## src/rtl/lcd_pkg.sv

```systemverilog
// ---------------------------------------------------------------------------
// lcd_pkg
// Shared definitions for the character-LCD write arbiter:
//   - lcd_state_t : controller state encoding
//   - LCD_T_*     : default timing constants in 50 MHz clock cycles
//   - LCD_CNT_W   : down-counter width needed for the default timings
//   - helpers     : max_int, cnt_width, is_slow_cmd
// ---------------------------------------------------------------------------
package lcd_pkg;

    typedef enum logic [3:0] {
        PWRUP,
        INIT_SU,
        INIT_PULSE,
        INIT_WAIT,
        IDLE,
        SU_HI,
        PULSE_HI,
        GAP,
        SU_LO,
        PULSE_LO,
        EXEC
    } lcd_state_t;

    localparam int LCD_T_PWRUP = 750000;
    localparam int LCD_T_INIT1 = 205000;
    localparam int LCD_T_INIT2 = 5000;
    localparam int LCD_T_CMD   = 2000;
    localparam int LCD_T_CLEAR = 82000;
    localparam int LCD_T_SU    = 2;
    localparam int LCD_T_EW    = 12;
    localparam int LCD_T_GAP   = 50;

    localparam int LCD_CNT_W   = 20;

    function automatic int max_int(input int a, input int b);
        return (a > b) ? a : b;
    endfunction

    // Bits needed to hold the value v itself (counter is loaded with v).
    function automatic int cnt_width(input int v);
        return (v < 2) ? 1 : $clog2(v + 1);
    endfunction

    // Clear display (0x01) and return home (0x02/0x03) need the long execute wait.
    function automatic logic is_slow_cmd(input logic rs, input logic [7:0] data);
        return !rs && ((data == 8'h01) || (data == 8'h02) || (data == 8'h03));
    endfunction

endpackage

```

## src/rtl/lcd_rr_arbiter.sv

```systemverilog
// ---------------------------------------------------------------------------
// lcd_rr_arbiter
// Two-way round-robin grant.
//   valid[1:0]  in  : request lines of requester 1 and 0
//   last_grant  in  : index of the requester granted last (0 or 1)
//   grant[1:0]  out : one-hot grant, all zero when nobody is valid
// ---------------------------------------------------------------------------
module lcd_rr_arbiter (
    input  logic [1:0] valid,
    input  logic       last_grant,
    output logic [1:0] grant
);

    // With both requesters pending the one that was not served last wins;
    // a lone requester is always granted.
    always_comb begin
        grant = 2'b00;
        if (valid == 2'b11) begin
            grant = last_grant ? 2'b01 : 2'b10;
        end else if (valid[0]) begin
            grant = 2'b01;
        end else if (valid[1]) begin
            grant = 2'b10;
        end
    end

endmodule

```

## src/rtl/lcd_write_arbiter.sv

```systemverilog
// ---------------------------------------------------------------------------
// lcd_write_arbiter
// Runs the 4-bit LCD power-up init, then accepts byte writes from two
// requesters (round-robin) and sends each as two nibble strobes followed by
// an execute wait.
//   clk, reset            : clock, asynchronous active-high reset
//   reqN_valid/rs/data    : write request (rs 0 = command, 1 = data)
//   reqN_ready            : combinational accept, transfer on valid & ready
//   busy                  : high whenever the controller is not IDLE
//   init_done             : power-up init sequence finished
//   sf_e, lcd_rw          : constant 1 / constant 0
//   lcd_e, lcd_rs, lcd_db : LCD strobe, register select, data nibble
// ---------------------------------------------------------------------------
module lcd_write_arbiter
    import lcd_pkg::*;
#(
    parameter int T_PWRUP = LCD_T_PWRUP,
    parameter int T_INIT1 = LCD_T_INIT1,
    parameter int T_INIT2 = LCD_T_INIT2,
    parameter int T_CMD   = LCD_T_CMD,
    parameter int T_CLEAR = LCD_T_CLEAR,
    parameter int T_SU    = LCD_T_SU,
    parameter int T_EW    = LCD_T_EW,
    parameter int T_GAP   = LCD_T_GAP
) (
    input  logic       clk,
    input  logic       reset,
    input  logic       req0_valid,
    input  logic       req0_rs,
    input  logic [7:0] req0_data,
    output logic       req0_ready,
    input  logic       req1_valid,
    input  logic       req1_rs,
    input  logic [7:0] req1_data,
    output logic       req1_ready,
    output logic       busy,
    output logic       init_done,
    output logic       sf_e,
    output logic       lcd_e,
    output logic       lcd_rs,
    output logic       lcd_rw,
    output logic [3:0] lcd_db
);

    localparam int T_MAX = max_int(max_int(max_int(T_PWRUP, T_INIT1), max_int(T_INIT2, T_CMD)),
                                   max_int(max_int(T_CLEAR, T_SU), max_int(T_EW, T_GAP)));
    localparam int CNT_W = max_int(cnt_width(T_MAX), LCD_CNT_W);

    lcd_state_t       state;
    lcd_state_t       state_next;
    logic [CNT_W-1:0] cnt;
    logic [CNT_W-1:0] cnt_load;
    logic             cnt_expired;
    logic [1:0]       init_idx;
    logic             init_done_q;
    logic [3:0]       init_nibble;
    logic             lat_rs;
    logic [7:0]       lat_data;
    logic             last_grant;
    logic [1:0]       grant;
    logic             transfer;

    lcd_rr_arbiter u_arb (
        .valid      ({req1_valid, req0_valid}),
        .last_grant (last_grant),
        .grant      (grant)
    );

    assign cnt_expired = (cnt <= CNT_W'(1));
    assign init_nibble = (init_idx == 2'd3) ? 4'h2 : 4'h3;
    assign req0_ready  = (state == IDLE) && init_done_q && grant[0];
    assign req1_ready  = (state == IDLE) && init_done_q && grant[1];
    assign transfer    = req0_ready || req1_ready;
    assign init_done   = init_done_q;
    assign sf_e        = 1'b1;
    assign lcd_rw      = 1'b0;

    // State register plus the single down-counter. The counter is reloaded
    // with the new state's duration on every state change and otherwise
    // counts down to 1, which marks the last cycle of the state.
    always_ff @(posedge clk or posedge reset) begin
        if (reset) begin
            state <= PWRUP;
            cnt   <= CNT_W'(T_PWRUP);
        end else begin
            state <= state_next;
            if (state_next != state) begin
                cnt <= cnt_load;
            end else if (!cnt_expired) begin
                cnt <= cnt - CNT_W'(1);
            end
        end
    end

    // Next-state logic: timed states advance when the counter expires, IDLE
    // leaves only on an accepted write. The init loop runs four times.
    always_comb begin
        state_next = state;
        case (state)
            PWRUP:      if (cnt_expired) state_next = INIT_SU;
            INIT_SU:    if (cnt_expired) state_next = INIT_PULSE;
            INIT_PULSE: if (cnt_expired) state_next = INIT_WAIT;
            INIT_WAIT:  if (cnt_expired) state_next = (init_idx == 2'd3) ? IDLE : INIT_SU;
            IDLE:       if (transfer)    state_next = SU_HI;
            SU_HI:      if (cnt_expired) state_next = PULSE_HI;
            PULSE_HI:   if (cnt_expired) state_next = GAP;
            GAP:        if (cnt_expired) state_next = SU_LO;
            SU_LO:      if (cnt_expired) state_next = PULSE_LO;
            PULSE_LO:   if (cnt_expired) state_next = EXEC;
            EXEC:       if (cnt_expired) state_next = IDLE;
            default:    state_next = PWRUP;
        endcase
    end

    // Duration loaded on entry to the next state. The init wait depends on
    // which nibble was just sent, the execute wait on the latched byte.
    always_comb begin
        cnt_load = CNT_W'(1);
        case (state_next)
            PWRUP:                     cnt_load = CNT_W'(T_PWRUP);
            INIT_SU, SU_HI, SU_LO:     cnt_load = CNT_W'(T_SU);
            INIT_PULSE, PULSE_HI,
            PULSE_LO:                  cnt_load = CNT_W'(T_EW);
            GAP:                       cnt_load = CNT_W'(T_GAP);
            INIT_WAIT: begin
                case (init_idx)
                    2'd0:    cnt_load = CNT_W'(T_INIT1);
                    2'd1:    cnt_load = CNT_W'(T_INIT2);
                    default: cnt_load = CNT_W'(T_CMD);
                endcase
            end
            EXEC:    cnt_load = is_slow_cmd(lat_rs, lat_data) ? CNT_W'(T_CLEAR) : CNT_W'(T_CMD);
            default: cnt_load = CNT_W'(1);
        endcase
    end

    // Bookkeeping beside the FSM: init nibble index, init_done flag, the
    // latched write and the round-robin pointer. Reset discards any pending
    // write and points the arbiter at requester 0.
    always_ff @(posedge clk or posedge reset) begin
        if (reset) begin
            init_idx    <= 2'd0;
            init_done_q <= 1'b0;
            lat_rs      <= 1'b0;
            lat_data    <= 8'h00;
            last_grant  <= 1'b1;
        end else begin
            if ((state == INIT_WAIT) && cnt_expired) begin
                init_idx <= init_idx + 2'd1;
                if (init_idx == 2'd3) begin
                    init_done_q <= 1'b1;
                end
            end
            if (transfer) begin
                lat_rs     <= req1_ready ? req1_rs : req0_rs;
                lat_data   <= req1_ready ? req1_data : req0_data;
                last_grant <= req1_ready;
            end
        end
    end

    // LCD pins decoded from the state. rs/db are presented during the setup
    // state and held through the strobe; lcd_e is only high in pulse states,
    // so an asynchronous reset drops it at once.
    always_comb begin
        busy   = (state != IDLE);
        lcd_e  = 1'b0;
        lcd_rs = 1'b0;
        lcd_db = 4'h0;
        case (state)
            INIT_SU, INIT_PULSE: begin
                lcd_db = init_nibble;
                lcd_e  = (state == INIT_PULSE);
            end
            SU_HI, PULSE_HI: begin
                lcd_db = lat_data[7:4];
                lcd_rs = lat_rs;
                lcd_e  = (state == PULSE_HI);
            end
            GAP: begin
                lcd_rs = lat_rs;
            end
            SU_LO, PULSE_LO: begin
                lcd_db = lat_data[3:0];
                lcd_rs = lat_rs;
                lcd_e  = (state == PULSE_LO);
            end
            default: begin
                lcd_e = 1'b0;
            end
        endcase
    end

endmodule

```

## config.mk

```make
export PLATFORM = sky130hd
export DESIGN_NAME = lcd_write_arbiter
export DESIGN_NICKNAME = d
export VERILOG_FILES = /design/src/rtl/lcd_pkg.sv /design/src/rtl/lcd_rr_arbiter.sv /design/src/rtl/lcd_write_arbiter.sv
export SDC_FILE = /design/constraint.sdc
export NUM_CORES = 1
export LEC_CHECK = 0
export CELL_PAD_IN_SITES_DETAIL_PLACEMENT = 1
export CELL_PAD_IN_SITES_GLOBAL_PLACEMENT = 1
export CORE_MARGIN = 2
export CORE_UTILIZATION = 35
export DETAILED_ROUTE_END_ITERATION = 16
export PLACE_DENSITY = 0.75
export REMOVE_ABC_BUFFERS = 1
export SLEW_MARGIN = 20
export SYNTH_ARGS = -nofsm -noshare
export SYNTH_HDL_FRONTEND = slang
export SYNTH_SLANG_ARGS = --single-unit
```

## constraint.sdc

```tcl
create_clock -name clk -period 2.7 [get_ports clk]
set_input_delay 0.27 -clock clk [delete_from_list [all_inputs] [get_ports clk]]
set_output_delay 0.27 -clock clk [all_outputs]
set_load 0.1 [all_outputs]
```

==> reports/qor.csv, run 1 <==
stage,metric,value,unit
finish,nets,380,
floorplan,core_area,0.00721,sq mm
yosys,seq_area_frac_synth,36.3,%
global_routing,gr-total-overflow,0,
floorplan,floorplan.initialDensity,35.9,%
timing,fin_crit,2550,ps
status,outcome,"complete, no violations",
timing,fin_worst_skew,3.33,ps
routing,drt-wirelength-per-cell,17.7,microns
yosys,synth-edff-count,0,
power_and_ir_drop,p_sw,0.250,mW
yosys,synth.top_cell.area_share,25.1,%
timing,fin_crit_sh,94.6,%
setup_path,worstPathRequired,2930,ps
finish,mostFrequentLayoutCell,nand2_1,
global_routing,grt.total_usage,20.5,%
place,portBuffers,31,
clocking,path_clk_slew,80,ps
yosys,yosys-top-cells-area,"dfrtp_1, dfstp_2, nand2_1",
floorplan,rows,31,
global_routing,grt_pass1_vias,2673,
yosys,synth_top_family_by_area,simple AND/OR/NAND/NOR gates,
yosys,ys_async_sr_fraction,100,%
routing,vias,2489,
yosys,synth.distinct_cells,62,
timing,slew_headroom,50.5,%
yosys,ys.flop_type,dfrtp_1,
floorplan,dieWidth,90,microns
place,dp_hpwl,6110,microns
setup_path,cp.arrival,2780,ps
finish,drive_gt1_share,22.4,%
power_and_ir_drop,seq_power_share,48.9,%
clocking,clk_latency,300,ps
power_and_ir_drop,ir_drop,0.181,mV
yosys,ys_seq_elements,37,
setup_path,crit_path_max_fanout,8,
yosys,synth_compound_area_share,22.2,%
yosys,yosys.area_share.xor_xnor,5.41,%
floorplan,die_h,90,microns
timing,worstMarginPinSlew,735,ps
power_and_ir_drop,power_density,335,mW/mm^2
yosys,syn_area_per_cell,8.69,sq um
clocking,clockRootBuffer,clkbuf_8,
flow_run,drv_cap,0,
global_routing,grt_pass1_wl,13400,microns
setup_path,critPathLaunchType,register,
power_and_ir_drop,intPower,0.884,mW
power_and_ir_drop,p_sw_share,22.1,%
finish,final_cell_mix,"nand2_1, buf_4, dfrtp_1",
clocking,cts_tree,yes,
finish,utilization,46.9,%
routing,routed_via_density,5.51,
routing,drt_wl_total,8010,microns
floorplan,die_area,0.00810,sq mm
routing,dr.pass1.iters,4,
timing,fmax,0.392,GHz
global_routing,antenna_found_initial,0,
yosys,synth.largest_area_cell,dfrtp_1,
clocking,htreeDepth,2,
place,place_congestion,0.903,
finish,area_growth,30.7,%
routing,drc,0,
power_and_ir_drop,cellLeakagePower,1.44,nW
floorplan,ioPinCount,34,
timing,setup_viol,0,
finish,num_antenna_cells,0,
setup_path,crit_path_end_kind,register,
setup_path,crit_type,register to register,
clocking,cts.sinks,37,
power_and_ir_drop,comb_power_share,5.0,%
yosys,synthAdderAreaFrac,2.90,%
power_and_ir_drop,clkPwrFrac,46.1,%
clocking,numCtsBuffers,5,
yosys,synth_mux_area_share,1.16,%
clocking,cts-hold-fix-buffers,0,
yosys,synth_area,0.00259,sq mm
min_path,hp-class,input pin to asynchronous set/reset pin,
timing,finalHoldViolations,0,
timing,slew_viol_final,0,
yosys,syn-instance-count,298,
global_routing,grt_max_degree,38,
yosys,ys.warnings.count,0,
routing,antenna_left,0,
routing,drt_iter0_drc,87,
clocking,cts_buffer_depth,2,
power_and_ir_drop,power,1.13,mW
yosys,synthSimpleGateAreaFrac,26.6,%
## power groups by stage
| stage | sequential (mW) | combinational [mW] | clock (mW) |
|---|---|---|---|
| after floorplan | 0.565 | 0.0214 | 0 |
| after global placement | 0.565 | 0.0571 | 0 |
| after detailed placement | 0.565 | 0.0583 | 0 |
| after CTS | 0.554 | 0.0584 | 0.529 |
| after global routing | 0.555 | 0.0615 | 0.557 |
| final | 0.554 | 0.0570 | 0.523 |
## timing repair
action,CTS,global route
buffers inserted,2,3
setup endpoints to repair,5,15
pin swaps,1,4
gates resized for setup,1,8
## per-layer routing
metal / share of wire, % / vias to the layer above / routed length [microns] / GRT usage (%)
li1: - / 1195 / - / -
met1: 43 / 1218 / 3440 / 24.2
met2: 52 / 55 / 4180 / 37.3
met3: 3.1 / 21 / 250 / 4.02
met4: 1.7 / 0 / 133 / 6.28
met5: 0 / - / 0 / 0
## metrics by stage
step	setup WS (ps)	hold slack, ps	instances	instance area (sq um)	TNS [ps]
2_1_floorplan	-732	383	284	2500	-6790
3_3_place_gp	68.1	500	439	3200	0
3_5_place_dp	-14.1	513	439	3200	-18.2
4_1_cts	28.4	409	449	3330	0
5_1_grt	-14.5	451	452	3380	-19.7
6_report	147	385	452	3380	0
## path summary, 6_finish.rpt
path	from	to	cells after the start	slack (ps)
min reg2reg	lat_data[7]$_DFFE_PP0P_	lat_data[7]$_DFFE_PP0P_	2	520
min in group clk	req0_data[4]	lat_data[4]$_DFFE_PP0P_	3	490
min	reset	lat_data[6]$_DFFE_PP0P_	3	380
max in group asynchronous	reset	cnt[4]$_DFFE_PP1P_	3	1950
max	cnt[0]$_DFFE_PP0P_	cnt[13]$_DFFE_PP1P_	11	150
max reg2reg	cnt[0]$_DFFE_PP0P_	cnt[13]$_DFFE_PP1P_	11	150
## sequential cells by signal, indices dropped and copies added, names as in the netlist
signal and cells:
cnt 20, init_idx 2, state 4, init_done 1, lat_data 8, last_grant 1, lat_rs 1
## synth_stat cells (5+ instances only)
| library cell | n |
|---|---|
| a21o_1 | 5 |
| a21oi_1 | 11 |
| a22oi_1 | 8 |
| a31oi_1 | 5 |
| and2_1 | 5 |
| dfrtp_1 | 26 |
| dfstp_2 | 11 |
| ha_1 | 6 |
| inv_1 | 13 |
| nand2_1 | 33 |
| nand2b_1 | 5 |
| nand3_1 | 8 |
| nor2_1 | 24 |
| nor3_1 | 17 |
| nor4_1 | 5 |
| o211ai_1 | 6 |
| o21ai_0 | 15 |
| o22ai_1 | 5 |
| xnor2_1 | 11 |
| xor2_1 | 5 |
## worst max-delay path, cell delays in order, from the launching register on
cell and delay [ps]:
dfrtp_1 390, inv_2 70, ha_1 200, or2_4 230
nand4_1 190, buf_4 150, nor3_1 40, or4_4 560
nor4_4 180, buf_6 170, nand3_1 100, a31oi_1 190
## cell type report
cell class,instances,area [sq um]
fill,844,3830
multi-input combinational,234,1540
sequential,37,940
timing repair buffer,61,614
tap,99,124
clock buffer,7,86.3
inverter,13,48.8
clock inverter,1,30.0
## logic make-up (layout without fill, tap and decap cells)
logic type / after synthesis / after routing
other: 2 / 2
flip-flops: 37 / 37
adder cells (fa/ha/maj): 6 / 6
AO/OA/AOI/OAI: 83 / 83
AND/OR/NAND/NOR: 124 / 124
buffers and inverters: 27 / 82
multiplexers: 3 / 3
XOR/XNOR: 16 / 16
Note: power is estimated with default switching activity, not from simulation.
==> run 2: changes to the inputs <==
Settings changed: REMOVE_ABC_BUFFERS 1 to default, SLEW_MARGIN 20 to default.
==> reports/qor.csv, run 2 (same netlist as run 1, synthesis figures left out) <==
stage,metric,value,unit
clocking,clockRootBuffer,clkbuf_8,
setup_path,cp.arrival,2790,ps
global_routing,gr-total-overflow,0,
timing,worstMarginPinSlew,717,ps
setup_path,critPathLaunchType,register,
floorplan,floorplan.initialDensity,35.9,%
floorplan,rows,31,
setup_path,crit_chain,"inv_1, ha_1, or2_4, nand4_1, buf_4, nor2_2, buf_4, a21oi_1, o22ai_2, buf_4, nand2_1, o211ai_1",
global_routing,grt_max_degree,38,
setup_path,crit_type,register to register,
place,dpl.cell_count,441,
status,outcome,"complete, no violations",
global_routing,grt.total_usage,20.4,%
finish,drive_gt1_share,24.4,%
place,dp_hpwl,6400,microns
timing,slew_viol_final,0,
clocking,path_clk_slew,90,ps
timing,fin_crit,2570,ps
global_routing,grt_pass1_wl,13300,microns
place,portBuffers,31,
routing,vias,2488,
global_routing,antenna_found_initial,0,
routing,routed_via_density,5.50,
finish,instances_no_fill,452,
clocking,cts_tree,yes,
flow_run,drv_cap,0,
routing,drt_wl_total,8120,microns
power_and_ir_drop,cellLeakagePower,1.44,nW
routing,antenna_left,0,
finish,largest_reg_flops,20,
setup_path,cp_top_family,buffers and inverters,
yosys,syn-num-nets,326,
clocking,cts_buffer_depth,2,
timing,fmax,0.390,GHz
timing,finalHoldViolations,0,
clocking,numCtsBuffers,5,
place,place_congestion,0.855,
min_path,hp-class,input pin to asynchronous set/reset pin,
setup_path,crit_path_max_fanout,5,
setup_path,worstPathRequired,2920,ps
floorplan,die_h,90,microns
routing,drt_iter0_drc,98,
routing,drc,0,
power_and_ir_drop,power_density,300,mW/mm^2
clocking,cts-hold-fix-buffers,0,
timing,setup_viol,0,
timing,fin_crit_sh,95.0,%
finish,num_antenna_cells,0,
finish,mostFrequentLayoutCell,nand2_1,
setup_path,worst_path_max_delay_cell,dfrtp_1,
timing,fin_worst_skew,11.0,ps
floorplan,die_area,0.00810,sq mm
finish,area_growth,31.4,%
finish,n_fill_cell,860,
global_routing,grt_pass1_vias,2564,
routing,dr.pass1.iters,4,
finish,utilization,47.1,%
finish,nets,380,
setup_path,crit_buf_inv,4,
timing,slew_headroom,51.9,%
floorplan,core_area,0.00721,sq mm
floorplan,dieWidth,90,microns
finish,reg.largest.list,"cnt (20), lat_data (8), state (4)",
clocking,cts.sinks,37,
power_and_ir_drop,ir_drop,0.135,mV
setup_path,cpPeakStageDelay,410,ps
setup_path,crit_top_cell,buf_4,
routing,drt-wirelength-per-cell,18.0,microns
setup_path,crit_path_end_kind,register,
finish,regMostFlops,cnt,
floorplan,ioPinCount,34,
clocking,htreeDepth,2,
clocking,clk_latency,310,ps
finish,final_cell_mix,"nand2_1, buf_4, dfrtp_1",
## run 2: worst register-to-register path: cells and delay by family, from the launching register on
family / cells / cell delay [ps]
simple gates: 4 / 590
fa+ha+maj: 1 / 190
buf+inv: 4 / 740
compound gates: 3 / 560
flops: 1 / 410
## run 2: worst paths after layout
check / cells past startpoint / end / slack, ps / from
max in group asynchronous: 3 / cnt[13]$_DFFE_PP1P_ / 1950 / reset
max reg2reg: 12 / cnt[10]$_DFFE_PP0P_ / 130 / cnt[1]$_DFFE_PP0P_
max: 12 / cnt[10]$_DFFE_PP0P_ / 130 / cnt[1]$_DFFE_PP0P_
min in group clk: 3 / lat_data[5]$_DFFE_PP0P_ / 500 / req0_data[5]
min: 3 / cnt[6]$_DFFE_PP0P_ / 380 / reset
min reg2reg: 1 / last_grant$_DFFE_PP1P_ / 510 / last_grant$_DFFE_PP1P_
## run 2: layer usage
layer  routed length, microns  vias up  part of all wire [%]  track usage (%)
met5                        0        -                     0                0
met4                      154        0                   1.9             6.67
met3                      362       15                   4.5             4.69
met2                     4090       66                    50             35.6
met1                     3510     1214                    43             24.7
li1                         -     1193                     -                -
## run 2: stage by stage
stage	setup slack [ps]	hold slack, ps	power (mW)	setup TNS, ps	area, sq um
3_3_place_gp	98.1	499	0.622	0	3220
5_1_grt	-30.2	466	1.06	-64.9	3400
2_1_floorplan	58.5	383	0.589	0	2600
6_report	134	380	1.02	0	3400
4_1_cts	21.1	398	1.03	0	3320
3_5_place_dp	-18.0	502	0.623	-34.3	3220
## run 2: layout make-up
| cell class | count | area (sq um) | area share, % |
|---|---|---|---|
| multi-input combinational | 234 | 1590 | 46.7 |
| inverter | 13 | 48.8 | 1.43 |
| timing repair buffer | 61 | 611 | 18.0 |
| sequential | 37 | 941 | 27.7 |
| tap | 99 | 124 | 3.64 |
| clock inverter | 3 | 21.3 | 0.625 |
| clock buffer | 5 | 68.8 | 2.02 |
## run 2: what timing repair did
item | CTS | global route
buffers inserted | 1 | 2
endpoints found under the setup margin | 4 | 14
endpoints found under the hold margin | 0 | 0
pin swaps | 0 | 6
gates resized for setup | 1 | 16
## run 2: where the power goes
group / total [mW] / switching, mW / internal [mW] / leakage (nW)
clock network: 0.411 / 0.227 / 0.183 / 0.0445
logic: 0.0566 / 0.0283 / 0.0283 / 0.920
registers: 0.555 / 0 / 0.555 / 0.472
total: 1.02 / 0.256 / 0.766 / 1.44
